--- config.mk ---
export PLATFORM = sky130hd
export DESIGN_NAME = frame_pack
export DESIGN_NICKNAME = d
export VERILOG_FILES = /design/src/rtl/frame_pack.sv
export SDC_FILE = /design/constraint.sdc
export NUM_CORES = 1
export LEC_CHECK = 0
export CELL_PAD_IN_SITES_DETAIL_PLACEMENT = 1
export CELL_PAD_IN_SITES_GLOBAL_PLACEMENT = 2
export CORE_ASPECT_RATIO = 2
export CORE_UTILIZATION = 35
export CTS_BUF_LIST = sky130_fd_sc_hd__clkbuf_8
export DETAILED_ROUTE_END_ITERATION = 10
export PLACE_DENSITY_LB_ADDON = 0.1
export REMOVE_ABC_BUFFERS = 1
export SLEW_MARGIN = 10
export SYNTH_ARGS = -nofsm -noshare
export SYNTH_HDL_FRONTEND = slang
export SYNTH_SLANG_ARGS = --single-unit
--- constraint.sdc ---
create_clock -name clk -period 4.1 [get_ports clk]
set_input_delay 0.82 -clock clk [delete_from_list [all_inputs] [get_ports clk]]
set_output_delay 0.82 -clock clk [all_outputs]
set_load 0.005 [all_outputs]
--- src/rtl/frame_pack.sv ---
// frame_pack: collects a serial sample stream into an overlapping frame
// and hands each full frame to the consumer when it reports empty.
module frame_pack #(
    parameter int DW        = 16,
    parameter int FRAME_LEN = 20,
    parameter int HOP       = 10,
    parameter int CW        = $clog2(FRAME_LEN + 1)
) (
    input  logic                    clk,
    input  logic                    rst_n,
    input  logic                    flush,
    input  logic                    s_valid,
    input  logic [DW-1:0]           s_data,
    output logic                    s_ready,
    input  logic                    frame_empty,
    output logic                    frame_valid,
    output logic [FRAME_LEN*DW-1:0] frame_data,
    output logic [CW-1:0]           fill_level,
    output logic [15:0]             frame_cnt
);

    typedef enum logic {
        FILL,
        HOLD
    } state_t;

    localparam int KEEP = FRAME_LEN - HOP;

    state_t        state_q;
    logic [DW-1:0] buf_q [FRAME_LEN];
    logic [CW-1:0] fill_q;
    logic [15:0]   cnt_q;
    logic          valid_q;

    // Accept only while filling; a flush cycle never swallows a sample.
    assign s_ready = (state_q == FILL) && !flush;

    // Element 1 (oldest) sits in the lowest DW bits of the bus.
    for (genvar g = 0; g < FRAME_LEN; g++) begin : g_flat
        assign frame_data[g*DW +: DW] = buf_q[g];
    end

    assign frame_valid = valid_q;
    assign fill_level  = fill_q;
    assign frame_cnt   = cnt_q;

    // Fill/hold FSM: sample capture, frame hand-over and overlap shift.
    always_ff @(posedge clk or negedge rst_n) begin
        if (!rst_n) begin
            state_q <= FILL;
            fill_q  <= '0;
            cnt_q   <= '0;
            valid_q <= 1'b0;
            for (int k = 0; k < FRAME_LEN; k++) begin
                buf_q[k] <= '0;
            end
        end else if (flush) begin
            state_q <= FILL;
            fill_q  <= '0;
            cnt_q   <= '0;
            valid_q <= 1'b0;
            for (int k = 0; k < FRAME_LEN; k++) begin
                buf_q[k] <= '0;
            end
        end else begin
            unique case (state_q)
                FILL: begin
                    if (s_valid) begin
                        buf_q[fill_q] <= s_data;
                        fill_q        <= fill_q + CW'(1);
                        if (fill_q == CW'(FRAME_LEN - 1)) begin
                            state_q <= HOLD;
                            valid_q <= 1'b1;
                        end
                    end
                end
                HOLD: begin
                    if (frame_empty) begin
                        // Keep the newest samples as overlap, clear the rest.
                        for (int k = 0; k < KEEP; k++) begin
                            buf_q[k] <= buf_q[k+HOP];
                        end
                        for (int k = KEEP; k < FRAME_LEN; k++) begin
                            buf_q[k] <= '0;
                        end
                        fill_q  <= CW'(KEEP);
                        cnt_q   <= cnt_q + 16'd1;
                        valid_q <= 1'b0;
                        state_q <= FILL;
                    end
                end
            endcase
        end
    end

endmodule

==> results.yml, run 1 <==
floorplan:
  rows: 108
  pin_count: 364
  fp.dieW_um: 151
  dieHeight_um: 299
  initial_core_util_pct: 35.5
  die_area_mm2: 0.0450
  core_area_mm2: 0.0435
critical_path:
  critPathSlowestCell: "dfrtp_4"
  required_ns: 3.28
  start_kind: "flip-flop"
  cp_max_fo: 55
  arrival_ns: 2.63
  ff2ff_path_depth: 5
  cp_slowest_stage_delay_ns: 0.75
  cp-end-kind: "output port"
  path_depth: 3
  worstSetupPathType: "flip-flop to output port"
  cp_cell_sequence: "or2_1 > inv_4 > clkdlybuf4s50_1"
  cp_top_family: "buffers and inverters"
  critPathBufInv: 2
power:
  p_int_mw: 5.26
  p_switching_mw: 1.89
  p_leak_nw: 8.33
  powerDensity_mw_per_mm2: 344
  swShare_pct: 26.4
  p_seq_share_pct: 48.5
  p_comb_share_pct: 9.3
  p_clk_share_pct: 42.2
  power.total_mw: 7.15
  ir_worst_vdd_v: 0.000256
logic_synthesis:
  ys_types: 54
  mappedNetlistArea_mm2: 0.0154
  ys_ff_latch: 343
  syn_avg_cell_area_um2: 10.8
  synth_top_flop_cell: "dfrtp_1"
  synth-seq-area-share_pct: 55.6
  synthArstFlopShare_pct: 100
  ys_warn_count: 0
  synthCells: 1428
  synth_edf_count: 0
worst_hold_path:
  min_path_type: "primary input to async pin"
detailed_routing:
  vias: 13247
  routed_wl_um: 63000
  drt_iter0_markers: 826
  ant_nets: 0
  post_drt_via_cell_ratio: 5.64
  route.detailed.drc: 0
  drt_first_pass_iters: 5
  wire_per_inst_um: 26.8
placed_design:
  dp_hpwl_um: 43900
  port_buffers: 363
  dpl_cell_area_mm2: 0.0197
  place_congestion: 0.820
  dp_cells: 2251
clock_network:
  post_cts_buffers: 0
  clkTransAtPathRegs_ns: 0.07
  h-tree-depth: 2
  cts-resized-gates: 0
  cts_tree: "done"
  cts_buffers: 51
  ctsHoldBuffers: 0
  clockBufferDepth: 3
  clock_sinks: 343
  worstSkewPairLatency_ns: 0.61
  cts-root-buf: "clkbuf_8"
finish:
  syn_to_final_growth_pct: 34.6
  utilization_pct: 47.8
  drive_gt1_share_pct: 11.3
  fill_cells: 4748
  stdcell_area_mm2: 0.0208
  final_cells: 2347
  nNetsFinal: 1781
sta:
  hold_viol: 0
  worst_pin_slew_ns: 1.13
  setup_viol: 0
  whs_ns: 0.201
  fin_crit_ns: 3.45
  final.setup_skew_ns: 0.0262
  report.final.slew_viol_count: 0
  fin_crit_sh_pct: 84.3
  rsz0062_at_grt: "no"
  max_freq_mhz: 289
  worst_slew_margin_rel_pct: 24.7
grt:
  antenna_found_initial: 4
  grt-ovfl-total: 0
  grt_pass1_wl_um: 94000
  grt_pass1_vias: 14017
  track_usage_pct: 28.5
  grt_max_degree: 86
run_status:
  status: "finished, final reports clean"
flow_run:
  drv_cap: 0
-- metrics by stage --
| step | TNS [ns] | setup WS [ns] |
|---|---|---|
| detailed placement | 0 | 0.941 |
| floorplan | -171.18 | -1.25 |
| CTS | 0 | 0.585 |
| finish | 0 | 0.646 |
| global route | 0 | 0.561 |
| global placement | 0 | 1.03 |
-- cells in the mapped netlist, types with 17 or more instances --
cell	n	area [µm²]
dfrtp_1	343	8580
nand2_1	238	893
o31ai_1	196	1470
a22oi_1	128	961
buf_2	72	360
nor2_1	53	199
clkbuf_1	50	188
o2bb2ai_1	48	420
a21oi_1	39	195
o2bb2a_1	29	290
nand3_1	24	120
nor2b_1	20	125
o21ai_0	19	95.1
buf_1	17	63.8
-- logic make-up (layout without fill, tap and decap cells) --
kind of cell,Yosys count,after routing,synth area share [%]
flops,343,343,55.6
xor+xnor,14,14,0.794
fa+ha+maj,6,6,0.486
buf+inv,164,528,5.31
simple gates,385,385,11.8
mux,1,1,0.0729
compound gates,515,515,26.0
other cells,0,5,0
-- state kept, by name, summed over array words and instances, names as in the netlist --
| register | flops |
|---|---|
| frame_cnt | 16 |
| frame_valid | 1 |
| state_q | 1 |
| frame_data | 320 |
| fill_level | 5 |
-- power groups by stage --
stage                     sequential (mW)  combinational [mW]  clock [mW]
after floorplan                      3.53               0.211           0
final                                3.47               0.664        3.02
after global placement               3.53               0.664           0
after global routing                 3.47               0.714        3.20
after CTS                            3.47               0.675        3.09
after detailed placement             3.53               0.673           0
-- final cells by class --
cell class | count | area, µm² | share of cell area (%)
timing repair buffer | 434 | 4210 | 20.2
sequential | 343 | 8590 | 41.3
clock inverter | 26 | 184 | 0.885
inverter | 3 | 13.8 | 0.0662
clock buffer | 65 | 895 | 4.30
tap | 550 | 688 | 3.31
multi-input combinational | 921 | 6200 | 29.8
antenna | 5 | 12.5 | 0.0602
-- layout by cell type (no fill, tap or decap), drive strengths merged, types with 2 or more instances in the layout --
cell type | synthesis | layout
clkdlybuf4s50 | 0 | 361
buf | 111 | 73
nor4 | 2 | 2
a22o | 14 | 14
nor3 | 4 | 4
ha | 6 | 6
nand4 | 7 | 7
a211oi | 12 | 12
nand3b | 2 | 2
dfrtp | 343 | 343
a41o | 2 | 2
o2bb2ai | 48 | 48
a21oi | 42 | 42
or3 | 5 | 5
clkinv | 0 | 6
a22oi | 128 | 128
nor2 | 54 | 54
nand2 | 238 | 238
a21o | 2 | 2
and4b | 4 | 4
and4bb | 5 | 5
nor4b | 7 | 7
o21ai | 23 | 23
o2bb2a | 31 | 31
bufinv | 0 | 3
diode | 0 | 5
nand3 | 24 | 24
xnor2 | 9 | 9
o31ai | 211 | 211
xor2 | 5 | 5
nand4b | 2 | 2
inv | 3 | 20
nor2b | 21 | 21
clkbuf | 50 | 65
nor4bb | 5 | 5
-- routing by layer --
metal  vias up  GRT usage (%)  wire, µm
li1       5963              -         -
met1      6747           33.4     23900
met2       427           49.7     32600
met3       110           5.22      3630
met4         0           12.9      2920
met5         -              0         0
-- path summary, 6_finish.rpt --
check	slack, ns	start	end
setup / recovery	0.65	state_q$_DFF_PN0_	s_ready
min in group clk	0.48	frame_data[131]$_DFFE_PN0P_	frame_data[131]$_DFFE_PN0P_
hold reg to reg	0.48	frame_data[131]$_DFFE_PN0P_	frame_data[131]$_DFFE_PN0P_
setup reg to reg	1.32	state_q$_DFF_PN0_	frame_data[259]$_DFFE_PN0P_
hold / removal	0.20	rst_n	frame_data[288]$_DFFE_PN0P_
max in group asynchronous	2.80	rst_n	frame_data[61]$_DFFE_PN0P_
No activity file was read; power rests on OpenSTA's default activity.
==> run 2, diff against run 1 <==
- CORE_UTILIZATION: 35 -> 29
- clock period: 4.1 -> 3.1 ns (I/O delays scaled with it)
==> results.yml, run 2 (synthesis gave the netlist of run 1 again) <==
run_status:
  status: "finished, final reports clean"
power:
  ir_worst_vdd_v: 0.000280
  power.total_mw: 9.56
  powerDensity_mw_per_mm2: 453
  p_leak_nw: 8.43
sta:
  setup_slack_ns: 0.217
  whs_ns: 0.478
  fin_crit_ns: 2.88
  worst_pin_slew_ns: 0.955
  hold_viol: 0
  setup_viol: 0
  max_freq_mhz: 347
  fin_crit_sh_pct: 93.0
  worst_slew_margin_rel_pct: 36.2
  final.setup_skew_ns: 0.0231
  setup_tns_ns: 0
  report.final.slew_viol_count: 0
  rsz0062_at_grt: "no"
critical_path:
  arrival_ns: 2.26
  r2r_start: "state_q$_DFF_PN0_"
  ff2ff_path_depth: 5
  cp_max_fo: 18
  cp-end-kind: "output port"
  required_ns: 2.48
  start_kind: "flip-flop"
  worstSetupPathType: "flip-flop to output port"
  r2r-end: "frame_data[239]$_DFFE_PN0P_"
  r2r_slack_ns: 0.57
finish:
  nNetsFinal: 1798
  layout_common_cells: "clkdlybuf4s50_1 (361), dfrtp_1 (340), nand2_1 (238), o31ai_1 (196), a22oi_1 (128)"
  largest_register_ffs: 320
  layout_commonest_cell: "clkdlybuf4s50_1"
  syn_to_final_growth_pct: 36.6
  drive_gt1_share_pct: 12.2
  stdcell_area_mm2: 0.0211
clock_network:
  clock_sinks: 343
  h-tree-depth: 2
  ctsHoldBuffers: 1
  clockBufferDepth: 3
  cts_tree: "done"
  cts_buffers: 54
  cts-resized-gates: 0
  post_cts_buffers: 0
  worstSkewPairLatency_ns: 0.65
  clkTransAtPathRegs_ns: 0.06
  cts-root-buf: "clkbuf_8"
placed_design:
  dp_hpwl_um: 47800
  place_congestion: 0.803
  pre_cts_ws_ns: 0.356
  dpl_cell_area_mm2: 0.0200
  port_buffers: 363
detailed_routing:
  wire_per_inst_um: 27.7
  route.detailed.drc: 0
  ant_nets: 0
  drt_first_pass_iters: 5
  vias: 13399
  post_drt_via_cell_ratio: 5.41
  routed_wl_um: 68800
  drt_iter0_markers: 862
floorplan:
  pin_count: 364
  core_area_mm2: 0.0526
  die_area_mm2: 0.0543
  dieHeight_um: 328
  initial_core_util_pct: 29.4
  rows: 119
  fp.dieW_um: 165
worst_hold_path:
  worstHoldStart: "frame_data[98]$_DFFE_PN0P_"
  min_path_type: "flip-flop to flip-flop"
  holdPathEnd: "frame_data[98]$_DFFE_PN0P_"
  hold_depth: 2
grt:
  grt-ovfl-total: 0
  track_usage_pct: 25.5
  grt_pass1_vias: 14044
  grt_max_degree: 68
  grt_pass1_wl_um: 99900
  antenna_found_initial: 4
flow_run:
  drv_cap: 0
run 2: critical path, stage by stage, from the launching register on:
cell,delay [ns]
dfrtp_4,0.48
or2_1,0.36
inv_4,0.24
clkdlybuf4s50_1,0.55
run 2: where the power goes:
| group | leakage, nW | switching [mW] | internal [mW] |
|---|---|---|---|
| clock | 0.654 | 1.93 | 2.13 |
| sequential | 4.73 | 0.0533 | 4.54 |
| combinational | 3.05 | 0.607 | 0.299 |
run 2: final cells by class:
class	instances	area (µm²)
diodes	2	5.00
clock buffers	75	1030
clock inverters	22	85.1
fillers	5763	31500
inverters	3	13.8
multi-input cells	921	6200
flip-flops and latches	343	8590
well taps	665	832
repair buffers	448	4340
run 2: worst max-delay path by stage:
| stage | startpoint | endpoint | slack (ns) |
|---|---|---|---|
| after floorplan | state_q$_DFF_PN0_ | frame_data[14]$_DFFE_PN0P_ | -2.25 |
| after global placement | s_valid | frame_data[223]$_DFFE_PN0P_ | 0.46 |
| after detailed placement | s_valid | frame_data[207]$_DFFE_PN0P_ | 0.36 |
| after CTS | state_q$_DFF_PN0_ | s_ready | 0.14 |
| after global routing | state_q$_DFF_PN0_ | s_ready | 0.11 |
| final | state_q$_DFF_PN0_ | s_ready | 0.22 |
run 2: metal layers:
| metal | track usage (%) | part of all wire [%] | vias up |
|---|---|---|---|
| met4 | 9.47 | 3.5 | 2 |
| met5 | 0 | 0.016 | - |
| met2 | 44.5 | 51 | 461 |
| met3 | 5.38 | 6.1 | 94 |
| li1 | - | - | 5970 |
| met1 | 30.3 | 39 | 6872 |
run 2: stage by stage:
step	cells	utilization [%]
after floorplan	1267	-
after global placement	2379	38.0
after detailed placement	2379	38.0
after CTS	2477	40.1
after global routing	2479	40.1
final	2479	40.1
==> RTL edit 1 (settings of run 1) <==
Make the reset (`rst_n`) synchronous in one clocked block.
--- a/src/rtl/frame_pack.sv
+++ b/src/rtl/frame_pack.sv
@@ -46,5 +46,5 @@
 
     // Fill/hold FSM: sample capture, frame hand-over and overlap shift.
-    always_ff @(posedge clk or negedge rst_n) begin
+    always_ff @(posedge clk) begin
         if (!rst_n) begin
             state_q <= FILL;
Check against the original RTL: differs if rst_n is asserted again (counterexample within 4 cycles, from zero or initial values and one cycle with rst_n low); with rst_n held inactive, the same outputs for 4 cycles.
==> RTL edit 1 against run 1 <==
- design area is 9.1% lower
- setup slack improved by 710 ps
- register-to-register slack improved by 430 ps
- sequential share of layout area up 12 points
- power is 0.83% higher
- maximum frequency grew 26%
- routed wire length fell by 21%
- sequential cell count unchanged
- area after synthesis shrank 12%
- largest power group unchanged
==> RTL edit 1: results (changes against run 1) <==
metric,value,unit,change
sequential area share after synthesis,0.738,,+0.183
cell with the biggest individual delay on the critical path,dfxtp_1,,
vias in the first global route,10565,,-25%
ys async rst share,0,,-1.00
number of library cell types mapped by synthesis,40,,-26%
outcome,finished clean,,
Synth Area per Inst,13.9,um^2,+28%
Vias/cell,5.31,,-5.9%
max incr delay on CP,720,ps,-30 ps
worst hold path type,register to register,,
largest net degree at the start of global routing,65,,-24%
Leakage,6.39,nW,-23%
final setup skew,23.8,ps,-2.31 ps
share of cells above drive strength 1,0.101,,-0.0126
routed length on met3,2.92,mm,-19%
clock buffer count from CTS,49,,-3.9%
placed instance area,18000,um^2,-8.7%
Fill cells,3952,,-17%
DP HPWL,36.3,mm,-17%
M1 GR Usage,0.252,,-0.0820
Synth top cells by count,"320 x edfxtp_1, 181 x nor2_1, 128 x a32o_1",,
relative slew slack,0.427,,+0.180
pre-CTS WS,696,ps,-245 ps
DR pass1 iterations,4,,-1
Max VDD drop,0.234,mV,-8.6%
-- RTL edit 1: cell types whose count changed in the layout (fill, tap and decap cells not counted), sizes merged, moves of 36 or more --
| cell | change |
|---|---|
| nand2 | -144 |
| a32o | +128 |
| edfxtp | +320 |
| buf | -36 |
| o31ai | -210 |
| dfrtp | -343 |
| nor2 | +127 |
| a22oi | -128 |
| o2bb2ai | -48 |
-- RTL edit 1: final timing paths --
check           startpoint            end  slack (ps)  cells after the start
min reg2reg   frame_cnt[1]   frame_cnt[1]         500                      2
max reg2reg  fill_level[0]   buf_q[3][10]        1750                      5
max          fill_level[3]  fill_level[3]        1350                      1
min           frame_cnt[1]   frame_cnt[1]         500                      2
-- RTL edit 1: cell families (layout without fill, tap and decap cells) --
kind of cell	count (synthesis)	in the layout	share of synthesized area
DFF	343	343	0.738
adders and majority gates	5	5	0.00459
xor gates and xnor gates	11	11	0.00706
AOI/OAI and AO/OA	199	199	0.121
and+or+nand+nor	322	322	0.0982
other	0	1	0
buffers and inverters	103	490	0.0304
muxes	1	1	0.000734
-- RTL edit 1: power groups by stage --
stage	logic, mW	registers [mW]	clock network, mW
6_report	0.507	4.05	2.65
5_1_grt	0.536	4.06	2.84
2_1_floorplan	0.0720	4.10	0
4_1_cts	0.516	4.05	2.72
3_5_place_dp	0.514	4.13	0
3_3_place_gp	0.509	4.13	0
-- RTL edit 1: cell type report --
cell class | count | area, um^2 | area share
Sequential cell | 343 | 10100 | 0.533
Antenna cell | 1 | 2.50 | 0.000132
Timing Repair Buffer | 400 | 3940 | 0.208
Tap cell | 520 | 651 | 0.0344
Inverter | 3 | 11.3 | 0.000596
Clock buffer | 49 | 674 | 0.0357
Multi-Input combinational cell | 538 | 3310 | 0.175
Clock inverter | 38 | 250 | 0.0132
==> RTL edit 2 (config.mk and constraints of run 1) <==
Made on the original files. The parameter `FRAME_LEN` goes from 20 to 10.
--- a/src/rtl/frame_pack.sv
+++ b/src/rtl/frame_pack.sv
@@ -3,5 +3,5 @@
 module frame_pack #(
     parameter int DW        = 16,
-    parameter int FRAME_LEN = 20,
+    parameter int FRAME_LEN = 10,
     parameter int HOP       = 10,
     parameter int CW        = $clog2(FRAME_LEN + 1)
Ports: changed (resized fill_level and frame_data); port bits go from 364 to 203. The function was not compared with the original's and may differ.
==> RTL edit 2 against run 1 <==
- design area fell by 51%
- area after synthesis shrank 52%
- routed wire length fell by 60%
- sequential cell count is 161 lower
- hold slack improved by 210 ps
- setup slack better by 480 ps
- sequential share of layout area grew 3.8 points
- final cell count decreased by 51%
- clock power shrank 61%
- sequential power decreased by 47%
- power shrank 53%
- critical path type is now input pin to output pin
- largest cell class unchanged
- highest routed layer unchanged
==> RTL edit 2: results (changes against run 1) <==
metric,value,unit,change
Synth top cells by count,"182 x dfrtp_1, 102 x nand3_1, 99 x o21ai_0",,
DR iter-0 viols,274,,-67%
sequential area share after synthesis,0.612,,+0.0566
mux share of post-synthesis cell area,0.0891,,+0.0884
Cells after Synth,674,,-53%
DR pass1 iterations,5,,unchanged
Leakage,4.14,nW,-50%
Clock Path Buffers,2,,-1
pre-CTS WS,716,ps,-225 ps
max reg flops,160,,-50%
port bufs,202,,-44%
Antenna Cells,0,,-5
yosys warns,0,,unchanged
outcome,finished clean,,
Wirelength per Cell,22.0,um,-18%
Worst-Skew Late Latency,470,ps,-140 ps
relative slew slack,0.294,,+0.0465
worst hold path type,input pin to asynchronous set/reset pin,,
share of cells above drive strength 1,0.0717,,-0.0416
Fill cells,2305,,-51%
Final Non-Filler Cells,1148,,-51%
ys async rst share,1.00,,unchanged
Post-Synth Adder-Cell Area,0.00841,,+0.00355
crit path DAT,2150,ps,-480 ps
clk slew on worst S/H paths,80,ps,
synth top area cells,"dfrtp_1 61%, mux2i_1 8.6%, nand3_1 6.9%",,
H-tree depth,4,,+2
Worst path top cell family by delay,buffers and inverters,,
Synth Flop Type,dfrtp_1,,
clock buffer count from CTS,17,,-67%
Nets,893,,-50%
Resize count post-CTS,0,,unchanged
Max VDD drop,0.233,mV,-9.1%
final setup skew,12.5,ps,-13.7 ps
GRT Total Usage,0.245,,-0.0399
number of library cell types mapped by synthesis,37,,-31%
DP HPWL,18.0,mm,-59%
cell with the biggest individual delay on the critical path,clkdlybuf4s50_1,,
max incr delay on CP,510,ps,-240 ps
vias in the first global route,6391,,-54%
post-synthesis compound-gate area fraction,0.0831,,-0.177
Synth Area in XOR/XNOR,0.0141,,+0.00619
first-pass GRT wire length,39.5,mm,-58%
Vias/cell,5.17,,-8.3%
Crit Path Max Fanout,21,,-62%
gpl congestion,0.837,,+2.1%
post-CTS setup buffers,0,,unchanged
initial antenna violation count,0,,-4
CTS Root Cell,clkbuf_8,,
largest net degree at the start of global routing,88,,+2.3%
==> RTL edit 2: cell count changes after synthesis, sizes merged, moves of 48 or more <==
cell	run 1	this run
a22oi	128	0
buf	111	26
mux2i	0	64
dfrtp	343	182
o2bb2ai	48	0
o31ai	211	0
o21ai	23	99
nand2	238	91
nand3	24	102
==> RTL edit 2: cell families after synthesis <==
kind of cell	count (synthesis)
flip-flops	182
buffers and inverters	54
XOR/XNOR	12
AO/OA/AOI/OAI	116
multiplexers	66
adder cells (fa/ha/maj)	5
AND/OR/NAND/NOR	239
==> RTL edit 2: final timing paths <==
path / startpoint / end / slack, ps / depth (start not counted)
worst max register to register: state_q / frame_data[64] / 1580 / 5
min in group clk: frame_data[147] / frame_data[147] / 510 / 2
worst max-delay path: flush / s_ready / 1130 / 4
max in group asynchronous: rst_n / frame_data[26] / 2550 / 2
worst min register to register: frame_data[147] / frame_data[147] / 510 / 2
worst min-delay path: rst_n / frame_cnt[2] / 410 / 1
==> RTL edit 2: worst reg2reg max path, stage by stage, from the launching register on <==
cell and delay, ps:
dfrtp_1 490, nor2b_1 660, nor2_8 120, nor3_4 550, buf_4 390, mux2i_1 240
==> RTL edit 2: cell type report <==
cell class	instances	area, um^2	share of cell area
inverters	4	15.0	0.00149
well taps	269	337	0.0333
clock inverters	9	78.8	0.00781
flip-flops and latches	182	4550	0.451
clock buffers	22	303	0.0300
repair buffers	224	2200	0.218
multi-input cells	438	2610	0.258
==> RTL edit 2: routing by layer <==
| layer | up-vias | GRT usage | share of wire |
|---|---|---|---|
| met1 | 3039 | 0.270 | 0.38 |
| met5 | - | 0 | 0 |
| met4 | 0 | 0.113 | 0.038 |
| met2 | 154 | 0.446 | 0.55 |
| li1 | 2711 | - | - |
| met3 | 36 | 0.0498 | 0.035 |
==> RTL edit 2: power by group <==
group          switching, mW  leakage (nW)  internal, mW
registers             0.0236          2.53          1.83
clock network          0.634         0.201         0.553
logic                  0.188          1.41         0.109
==> RTL edit 2: metrics by stage <==
step           total power, mW  instance area, um^2
4_1_cts                   3.38                10100
6_report                  3.34                10100
3_5_place_dp              2.19                 9720
5_1_grt                   3.47                10100
3_3_place_gp              2.18                 9720
2_1_floorplan             1.98                 7170
